`config.mk`:
```
export PLATFORM = sky130hd
export DESIGN_NAME = morse_letter_assembler_flat
export DESIGN_NICKNAME = d
export VERILOG_FILES = /design/src/rtl/morse_pkg.sv /design/src/rtl/morse_letter_assembler_if.sv /design/src/rtl/morse_ascii_lut.sv /design/src/rtl/morse_letter_assembler.sv /design/src/flat_wrapper.sv
export SDC_FILE = /design/constraint.sdc
export NUM_CORES = 1
export LEC_CHECK = 0
export ABC_AREA = 1
export CORE_AREA = 2 2 84 86
export CTS_BUF_LIST = sky130_fd_sc_hd__clkbuf_16
export DETAILED_ROUTE_END_ITERATION = 10
export DIE_AREA = 0 0 86 88
export PLACE_DENSITY = 0.82
export SYNTH_ARGS = -nofsm -noshare
export SYNTH_HDL_FRONTEND = slang
export SYNTH_HIERARCHICAL = 1
export SYNTH_SLANG_ARGS = --single-unit
```
`constraint.sdc`:
```
create_clock -name clk -period 4.4 [get_ports clk]
set_input_delay 0.88 -clock clk [delete_from_list [all_inputs] [get_ports clk]]
set_output_delay 0.88 -clock clk [all_outputs]
set_load 0.02 [all_outputs]
```
`src/rtl/morse_pkg.sv`:
```
// Shared types and constants for the Morse letter assembler: FSM state codes,
// ASCII codes for space/unknown and the dot/dash symbol encoding.
package morse_pkg;

    typedef logic [1:0] state_t;

    localparam logic [1:0] ST_COLLECT    = 2'd0;
    localparam logic [1:0] ST_LOOKUP     = 2'd1;
    localparam logic [1:0] ST_PUSH_CHAR  = 2'd2;
    localparam logic [1:0] ST_PUSH_SPACE = 2'd3;

    localparam logic [7:0] ASCII_SPACE   = 8'h20;
    localparam logic [7:0] ASCII_UNKNOWN = 8'h3F;

    // First received symbol lands in bit 0 of the pattern.
    localparam logic SYM_DOT  = 1'b0;
    localparam logic SYM_DASH = 1'b1;

    localparam int SYM_W   = 5;
    localparam int CNT_W   = 3;
    localparam int SYM_MAX = 5;

endpackage

```
`src/rtl/morse_letter_assembler_if.sv`:
```
// Symbol-event inputs and character-stream output of the Morse letter assembler.
// master = producer of symbol events / consumer of characters, slave = assembler.
interface morse_letter_assembler_if;
    logic       dot;
    logic       dash;
    logic       lg;
    logic       wg;
    logic [7:0] char_data;
    logic       char_valid;
    logic       char_ready;
    logic       overflow;

    modport master (
        output dot, dash, lg, wg, char_ready,
        input  char_data, char_valid, overflow
    );

    modport slave (
        input  dot, dash, lg, wg, char_ready,
        output char_data, char_valid, overflow
    );
endinterface

```
`src/rtl/morse_ascii_lut.sv`:
```
// Combinational Morse pattern to ASCII table: letters A-Z and digits 0-9,
// anything else (or a pattern flagged bad) maps to '?'.
module morse_ascii_lut
    import morse_pkg::*;
(
    input  logic [SYM_W-1:0] i_sym,
    input  logic [CNT_W-1:0] i_cnt,
    input  logic             i_bad,
    output logic [7:0]       o_code
);
    // Key is {count, pattern}; pattern bit 0 is the first symbol, 1 = dash.
    always_comb begin
        o_code = ASCII_UNKNOWN;
        if (!i_bad) begin
            case ({i_cnt, i_sym})
                {3'd2, 5'd2}:  o_code = "A";
                {3'd4, 5'd1}:  o_code = "B";
                {3'd4, 5'd5}:  o_code = "C";
                {3'd3, 5'd1}:  o_code = "D";
                {3'd1, 5'd0}:  o_code = "E";
                {3'd4, 5'd4}:  o_code = "F";
                {3'd3, 5'd3}:  o_code = "G";
                {3'd4, 5'd0}:  o_code = "H";
                {3'd2, 5'd0}:  o_code = "I";
                {3'd4, 5'd14}: o_code = "J";
                {3'd3, 5'd5}:  o_code = "K";
                {3'd4, 5'd2}:  o_code = "L";
                {3'd2, 5'd3}:  o_code = "M";
                {3'd2, 5'd1}:  o_code = "N";
                {3'd3, 5'd7}:  o_code = "O";
                {3'd4, 5'd6}:  o_code = "P";
                {3'd4, 5'd11}: o_code = "Q";
                {3'd3, 5'd2}:  o_code = "R";
                {3'd3, 5'd0}:  o_code = "S";
                {3'd1, 5'd1}:  o_code = "T";
                {3'd3, 5'd4}:  o_code = "U";
                {3'd4, 5'd8}:  o_code = "V";
                {3'd3, 5'd6}:  o_code = "W";
                {3'd4, 5'd9}:  o_code = "X";
                {3'd4, 5'd13}: o_code = "Y";
                {3'd4, 5'd3}:  o_code = "Z";
                {3'd5, 5'd31}: o_code = "0";
                {3'd5, 5'd30}: o_code = "1";
                {3'd5, 5'd28}: o_code = "2";
                {3'd5, 5'd24}: o_code = "3";
                {3'd5, 5'd16}: o_code = "4";
                {3'd5, 5'd0}:  o_code = "5";
                {3'd5, 5'd1}:  o_code = "6";
                {3'd5, 5'd3}:  o_code = "7";
                {3'd5, 5'd7}:  o_code = "8";
                {3'd5, 5'd15}: o_code = "9";
                default:       o_code = ASCII_UNKNOWN;
            endcase
        end
    end
endmodule

```
`src/rtl/morse_letter_assembler.sv`:
```
// Assembles dot/dash events into ASCII letters and word spaces, queued in a small FIFO.
// Define MORSE_TIMEOUT_EN to flush a pending letter after TIMEOUT_CYCLES idle cycles.
module morse_letter_assembler
    import morse_pkg::*;
#(
    parameter int FIFO_DEPTH     = 4,
    parameter int TIMEOUT_CYCLES = 35_000_000
) (
    input  logic                     clk,
    input  logic                     rst,
    morse_letter_assembler_if.slave  bus
);
    localparam int AW = $clog2(FIFO_DEPTH);

    state_t           r_state, w_state_next;
    logic [SYM_W-1:0] r_sym, w_sym_next, w_base_sym;
    logic [CNT_W-1:0] r_cnt, w_cnt_next, w_base_cnt;
    logic             r_bad, w_bad_next, w_base_bad;
    logic             r_wg_pend, w_wg_pend_next;
    logic [7:0]       r_code, w_lut_code, w_push_data;
    logic             w_push;
    logic             r_any_written, r_last_space;
    logic             w_sym_ev, w_sym_wr, w_timeout, w_lg_ev;

    logic [AW:0]      r_wr_ptr, r_rd_ptr;
    logic [7:0]       r_mem [FIFO_DEPTH];
    logic             w_empty, w_full, w_pop, w_wr_ok;
    logic             r_overflow;

    assign w_sym_ev = bus.dot ^ bus.dash;

    // Leaving LOOKUP the code is already captured, so symbols arriving from then on
    // build on a cleared pattern instead of being lost.
    assign w_base_sym = (r_state == ST_LOOKUP) ? '0 : r_sym;
    assign w_base_cnt = (r_state == ST_LOOKUP) ? '0 : r_cnt;
    assign w_base_bad = (r_state == ST_LOOKUP) ? 1'b0 : r_bad;

    assign w_sym_wr   = w_sym_ev && (w_base_cnt < CNT_W'(SYM_MAX));
    assign w_cnt_next = w_sym_wr ? (w_base_cnt + CNT_W'(1)) : w_base_cnt;
    assign w_bad_next = w_base_bad | (w_sym_ev && !w_sym_wr);

    genvar gi;
    generate
        for (gi = 0; gi < SYM_W; gi++) begin : g_sym_bit
            assign w_sym_next[gi] = (w_sym_wr && (w_base_cnt == CNT_W'(gi)))
                                    ? (bus.dash ? SYM_DASH : SYM_DOT)
                                    : w_base_sym[gi];
        end
    endgenerate

`ifdef MORSE_TIMEOUT_EN
    localparam int IDLE_W = $clog2(TIMEOUT_CYCLES + 1);
    logic [IDLE_W-1:0] r_idle;
    logic              w_idle;

    assign w_idle    = (r_state == ST_COLLECT) && (r_cnt != '0) &&
                       !(bus.dot || bus.dash || bus.lg || bus.wg);
    assign w_timeout = w_idle && (r_idle == IDLE_W'(TIMEOUT_CYCLES - 1));

    always_ff @(posedge clk or posedge rst) begin
        if (rst)
            r_idle <= '0;
        else if (!w_idle || w_timeout)
            r_idle <= '0;
        else
            r_idle <= r_idle + IDLE_W'(1);
    end
`else
    // No idle flush in this build; the parameter stays part of the interface.
    assign w_timeout = 1'b0 && (TIMEOUT_CYCLES > 0);
`endif

    assign w_lg_ev = bus.lg || w_timeout;

    morse_ascii_lut u_lut (
        .i_sym  (r_sym),
        .i_cnt  (r_cnt),
        .i_bad  (r_bad),
        .o_code (w_lut_code)
    );

    always_comb begin
        w_state_next   = r_state;
        w_wg_pend_next = r_wg_pend;
        w_push         = 1'b0;
        w_push_data    = r_code;
        case (r_state)
            ST_COLLECT: begin
                if (bus.wg) begin
                    if (r_cnt != '0) begin
                        w_state_next   = ST_LOOKUP;
                        w_wg_pend_next = 1'b1;
                    end else begin
                        w_state_next   = ST_PUSH_SPACE;
                    end
                end else if (w_lg_ev && (r_cnt != '0)) begin
                    w_state_next = ST_LOOKUP;
                end
            end
            ST_LOOKUP: w_state_next = ST_PUSH_CHAR;
            ST_PUSH_CHAR: begin
                w_push         = 1'b1;
                w_wg_pend_next = 1'b0;
                w_state_next   = r_wg_pend ? ST_PUSH_SPACE : ST_COLLECT;
            end
            ST_PUSH_SPACE: begin
                w_push       = r_any_written && !r_last_space;
                w_push_data  = ASCII_SPACE;
                w_state_next = ST_COLLECT;
            end
            default: w_state_next = ST_COLLECT;
        endcase
    end

    always_ff @(posedge clk or posedge rst) begin
        if (rst) begin
            r_state       <= ST_COLLECT;
            r_sym         <= '0;
            r_cnt         <= '0;
            r_bad         <= 1'b0;
            r_wg_pend     <= 1'b0;
            r_code        <= 8'h00;
            r_any_written <= 1'b0;
            r_last_space  <= 1'b0;
        end else begin
            r_state   <= w_state_next;
            r_sym     <= w_sym_next;
            r_cnt     <= w_cnt_next;
            r_bad     <= w_bad_next;
            r_wg_pend <= w_wg_pend_next;
            if (r_state == ST_LOOKUP)
                r_code <= w_lut_code;
            if (w_push) begin
                r_any_written <= 1'b1;
                r_last_space  <= (w_push_data == ASCII_SPACE);
            end
        end
    end

    // FIFO with one extra pointer bit to tell full from empty.
    assign w_empty = (r_wr_ptr == r_rd_ptr);
    assign w_full  = (r_wr_ptr[AW] != r_rd_ptr[AW]) &&
                     (r_wr_ptr[AW-1:0] == r_rd_ptr[AW-1:0]);
    assign w_pop   = !w_empty && bus.char_ready;
    assign w_wr_ok = w_push && (!w_full || w_pop);

    always_ff @(posedge clk) begin
        if (w_wr_ok)
            r_mem[r_wr_ptr[AW-1:0]] <= w_push_data;
    end

    always_ff @(posedge clk or posedge rst) begin
        if (rst) begin
            r_wr_ptr   <= '0;
            r_rd_ptr   <= '0;
            r_overflow <= 1'b0;
        end else begin
            if (w_wr_ok)
                r_wr_ptr <= r_wr_ptr + (AW+1)'(1);
            if (w_pop)
                r_rd_ptr <= r_rd_ptr + (AW+1)'(1);
            if (w_push && !w_wr_ok)
                r_overflow <= 1'b1;
        end
    end

    assign bus.char_valid = !w_empty;
    assign bus.char_data  = w_empty ? 8'h00 : r_mem[r_rd_ptr[AW-1:0]];
    assign bus.overflow   = r_overflow;

endmodule

```
`src/flat_wrapper.sv`:
```
// flat-port wrapper written by rule: the top's interface ports become plain ports
module morse_letter_assembler_flat import morse_pkg::*;
#(
    parameter int FIFO_DEPTH     = 4,
    parameter int TIMEOUT_CYCLES = 35_000_000
)
  (clk, rst, bus_dot, bus_dash, bus_lg, bus_wg, bus_char_ready, bus_char_data, bus_char_valid, bus_overflow);
  morse_letter_assembler_if bus_i ();
  input  logic clk;
  input  logic rst;
  input wire logic [$bits(bus_i.dot)-1:0] bus_dot;
  input wire logic [$bits(bus_i.dash)-1:0] bus_dash;
  input wire logic [$bits(bus_i.lg)-1:0] bus_lg;
  input wire logic [$bits(bus_i.wg)-1:0] bus_wg;
  input wire logic [$bits(bus_i.char_ready)-1:0] bus_char_ready;
  output wire logic [$bits(bus_i.char_data)-1:0] bus_char_data;
  output wire logic [$bits(bus_i.char_valid)-1:0] bus_char_valid;
  output wire logic [$bits(bus_i.overflow)-1:0] bus_overflow;
  assign bus_i.dot = bus_dot;
  assign bus_i.dash = bus_dash;
  assign bus_i.lg = bus_lg;
  assign bus_i.wg = bus_wg;
  assign bus_i.char_ready = bus_char_ready;
  assign bus_char_data = bus_i.char_data;
  assign bus_char_valid = bus_i.char_valid;
  assign bus_overflow = bus_i.overflow;
  morse_letter_assembler #(.FIFO_DEPTH(FIFO_DEPTH), .TIMEOUT_CYCLES(TIMEOUT_CYCLES)) u_core (.clk(clk), .rst(rst), .bus(bus_i));
endmodule
```
==> reports/results.ini <==
[placed_design]
hpwl_um = 5354
dp_cells = 559
place_congestion = 0.8985
io_buffers = 16

[yosys]
synth_top_family_by_area = simple AND/OR/NAND/NOR gates
syn_nets = 488
synthMuxAreaShare = 0
synth_compound_area_frac = 0.05815
synth_common_cells = nand2_1, nor2_1, inv_1
synth_cell_types = 30
yosys.area.top_type = edfxtp_1
ys_warn_count = 6
synth_flop_cell = edfxtp_1
post_synth_and_or_nand_nor_area_fraction = 0.3440
yosys.cell_count.top_type = nand2_1
syn_inst = 471
ys_top_cells_by_area = edfxtp_1, dfrtp_1, nand2_1
synth-xor-area-share = 0.01184
synth.avg_cell_area_sq_um = 7.629
synth-edff-count = 32
synth_fa_ha_area_frac = 0.03482
async_reset_ff_frac = 0.4754
synth-seq-cells = 61
synth_area_sq_um = 3593
ys_seq_area_frac = 0.4694
synth_top_area_frac = 0.2674

[detailed_routing]
firstDrtPassIters = 4
via_per_inst = 5.235
initialDrtViolationCount = 151
via_count = 3010
wl_per_cell_um = 13.19
antenna_left = 0
drc = 0
wl_um = 7582

[floorplan]
start_util = 0.5409
core_area_sq_um = 6644
die_h_um = 88
rows = 30
die_w_um = 86
io_pins = 17
dieArea_sq_um = 7568

[critical_path]
path_buf_inv = 3
worstPathCellList = inv_2, nand2_1, nand2_1, nor2_4, nand2_2, nand2_1, inv_1, clkdlybuf4s50_1
cp_slowest_cell = dfrtp_1
cp-end-kind = output port
crit_required_ns = 3.52
crit_top_cell = nand2_1
path_class = register to output port
cp-start-kind = register
critPathMaxStageDelay_ns = 0.72
crit_family = buffers and inverters
path_max_fanout = 20
crit_arrival_ns = 2.47

[layout]
synthToLayoutAreaGrowth_pct = 13.75
final_nets = 507
diodes = 0
finalNonFillerCells = 575
drive_gt1_frac = 0.09495
fill_cells = 575

[cts]
htree_levels = 3
cts_tree = built
cts_root_buf = clkbuf_16
clock_latency_ns = 0.33
cts_setup_buffers = 0
cts_max_path_buffers = 2
cts_hold_buf = 0
path_clk_slew_ns = 0.05
cts_made_buffers = 9
ctsResizeCount = 0
clock_sinks = 61

[power_and_ir_drop]
p_comb_frac = 0.492
peakVddDrop_mv = 0.3945
swShare = 0.4470
p_leak_nw = 2.032
clkPwrFrac = 0.196
power.share.sequential = 0.311
p_switching_w = 0.001549
power_density_nw_per_um2 = 847.6
p_int_w = 0.001916

[sta]
holdWs_ns = 0.4601
report.final.hold_viol_count = 0
min_period_ns = 3.350
slew_headroom = 0.2778
max_freq_mhz = 298.5
finClkSkew_ns = 0.006698
final.setup.tns_ns = 0
rsz0062_at_grt = false
finalSetupViolCount = 0
tightestPinTransition_ns = 1.082
slew_viol_final = 0
fin_crit_sh = 0.7613

[grt]
antenna_found_initial = 0
grt_overflow = 0
grt_pass1_vias = 2755
grt_usage = 0.2167
grt_max_degree = 30
grt_pass1_wl_um = 12640

[min_path]
hp-class = register to register

[status]
status = completed

[run]
cap_violations = 0

through the flow:
stage / util / area [sq um] / power, W / setup slack, ns
after global routing: 0.6153 / 4088 / 0.003751 / 0.8211
final: 0.6153 / 4088 / 0.003465 / 1.050
after floorplan: - / 3593 / 0.002307 / 2.311
after global placement: 0.5714 / 3796 / 0.002705 / 1.526
after detailed placement: 0.5714 / 3796 / 0.002758 / 1.430
after CTS: 0.6153 / 4088 / 0.003470 / 1.070
final timing paths:
kind	slack [ns]	end	cells after the start	start
setup / recovery	1.05	bus_char_data[7]	8	u_core/r_rd_ptr[0]$_DFFE_PP0P_
hold reg to reg	0.46	u_core/bus.overflow$_DFFE_PP0P_	2	u_core/bus.overflow$_DFFE_PP0P_
min in group asynchronous	1.13	u_core/r_cnt[0]$_DFF_PP0_	2	rst
max in group asynchronous	2.62	u_core/r_bad$_DFF_PP0_	2	rst
hold / removal	0.46	u_core/bus.overflow$_DFFE_PP0P_	2	u_core/bus.overflow$_DFFE_PP0P_
setup reg to reg	1.95	u_core/r_mem[1][1]$_DFFE_PP_	7	u_core/r_rd_ptr[0]$_DFFE_PP0P_
kinds of logic (layout without fill, tap and decap cells):
kind of cell,Yosys count,after routing
and+or+nand+nor,288,288
buffers and inverters,70,94
DFF,61,61
AOI/OAI and AO/OA,37,37
adders and majority gates,10,10
xor gates and xnor gates,4,4
other,1,1
per-layer routing:
metal,share of wire,vias up,global-route usage
li1,-,1534,-
met1,0.42,1363,0.2643
met2,0.51,95,0.3714
met3,0.050,18,0.05749
met4,0.023,0,0.07937
met5,0,-,0
registers in the layout (all words and copies together), names as in the netlist:
| name | count |
|---|---|
| u_core/r_sym | 5 |
| u_core/r_wr_ptr | 3 |
| u_core/r_mem | 32 |
| u_core/r_rd_ptr | 3 |
| u_core/r_cnt | 3 |
| u_core/r_last_space | 1 |
| u_core/r_wg_pend | 1 |
| u_core/r_any_written | 1 |
| u_core/bus.overflow | 1 |
| u_core/r_code | 8 |
| u_core/r_state | 2 |
| u_core/r_bad | 1 |
worst reg2reg max path, delay by kind of cell, from the launching register on:
family | cells | cell delay, ns
buffers and inverters | 1 | 0.33
flip-flops | 1 | 0.60
AND/OR/NAND/NOR | 6 | 1.15
placed cells by master, fill, tap and decap left out, types with 2 or more instances in the layout:
master,synthesis,routed
nand2_2,8,8
nand2_4,3,3
clkbuf_16,0,9
inv_2,7,7
edfxtp_1,32,32
clkinv_2,0,3
clkdlybuf4s50_1,0,16
o22ai_1,8,8
inv_1,55,55
a21oi_1,2,2
xor2_1,3,3
nor2_4,3,3
ha_1,10,10
nand4_1,11,11
o21ai_0,24,24
and3_1,2,2
nand2_1,145,145
clkinv_4,0,2
nor2_2,7,7
nand3_1,24,24
nor2_1,82,82
dfrtp_1,29,29
area by class of cell:
| cell class | count | area (sq um) | share of cell area |
|---|---|---|---|
| clock buffer | 9 | 225.2 | 0.05510 |
| sequential | 61 | 1687 | 0.4126 |
| clock inverter | 7 | 66.31 | 0.01622 |
| inverter | 62 | 232.7 | 0.05693 |
| tap | 80 | 100.1 | 0.02449 |
| multi-input combinational | 340 | 1617 | 0.3955 |
| timing repair buffer | 16 | 160.2 | 0.03918 |
power groups by stage:
stage | sequential [W] | combinational (W) | clock, W
after global routing | 0.00111 | 0.00193 | 0.000717
final | 0.00108 | 0.00171 | 0.000681
after detailed placement | 0.00108 | 0.00168 | 0
after floorplan | 0.00100 | 0.00130 | 0
after global placement | 0.00107 | 0.00163 | 0
after CTS | 0.00108 | 0.00170 | 0.000695
No activity file was read; power rests on OpenSTA's default activity.
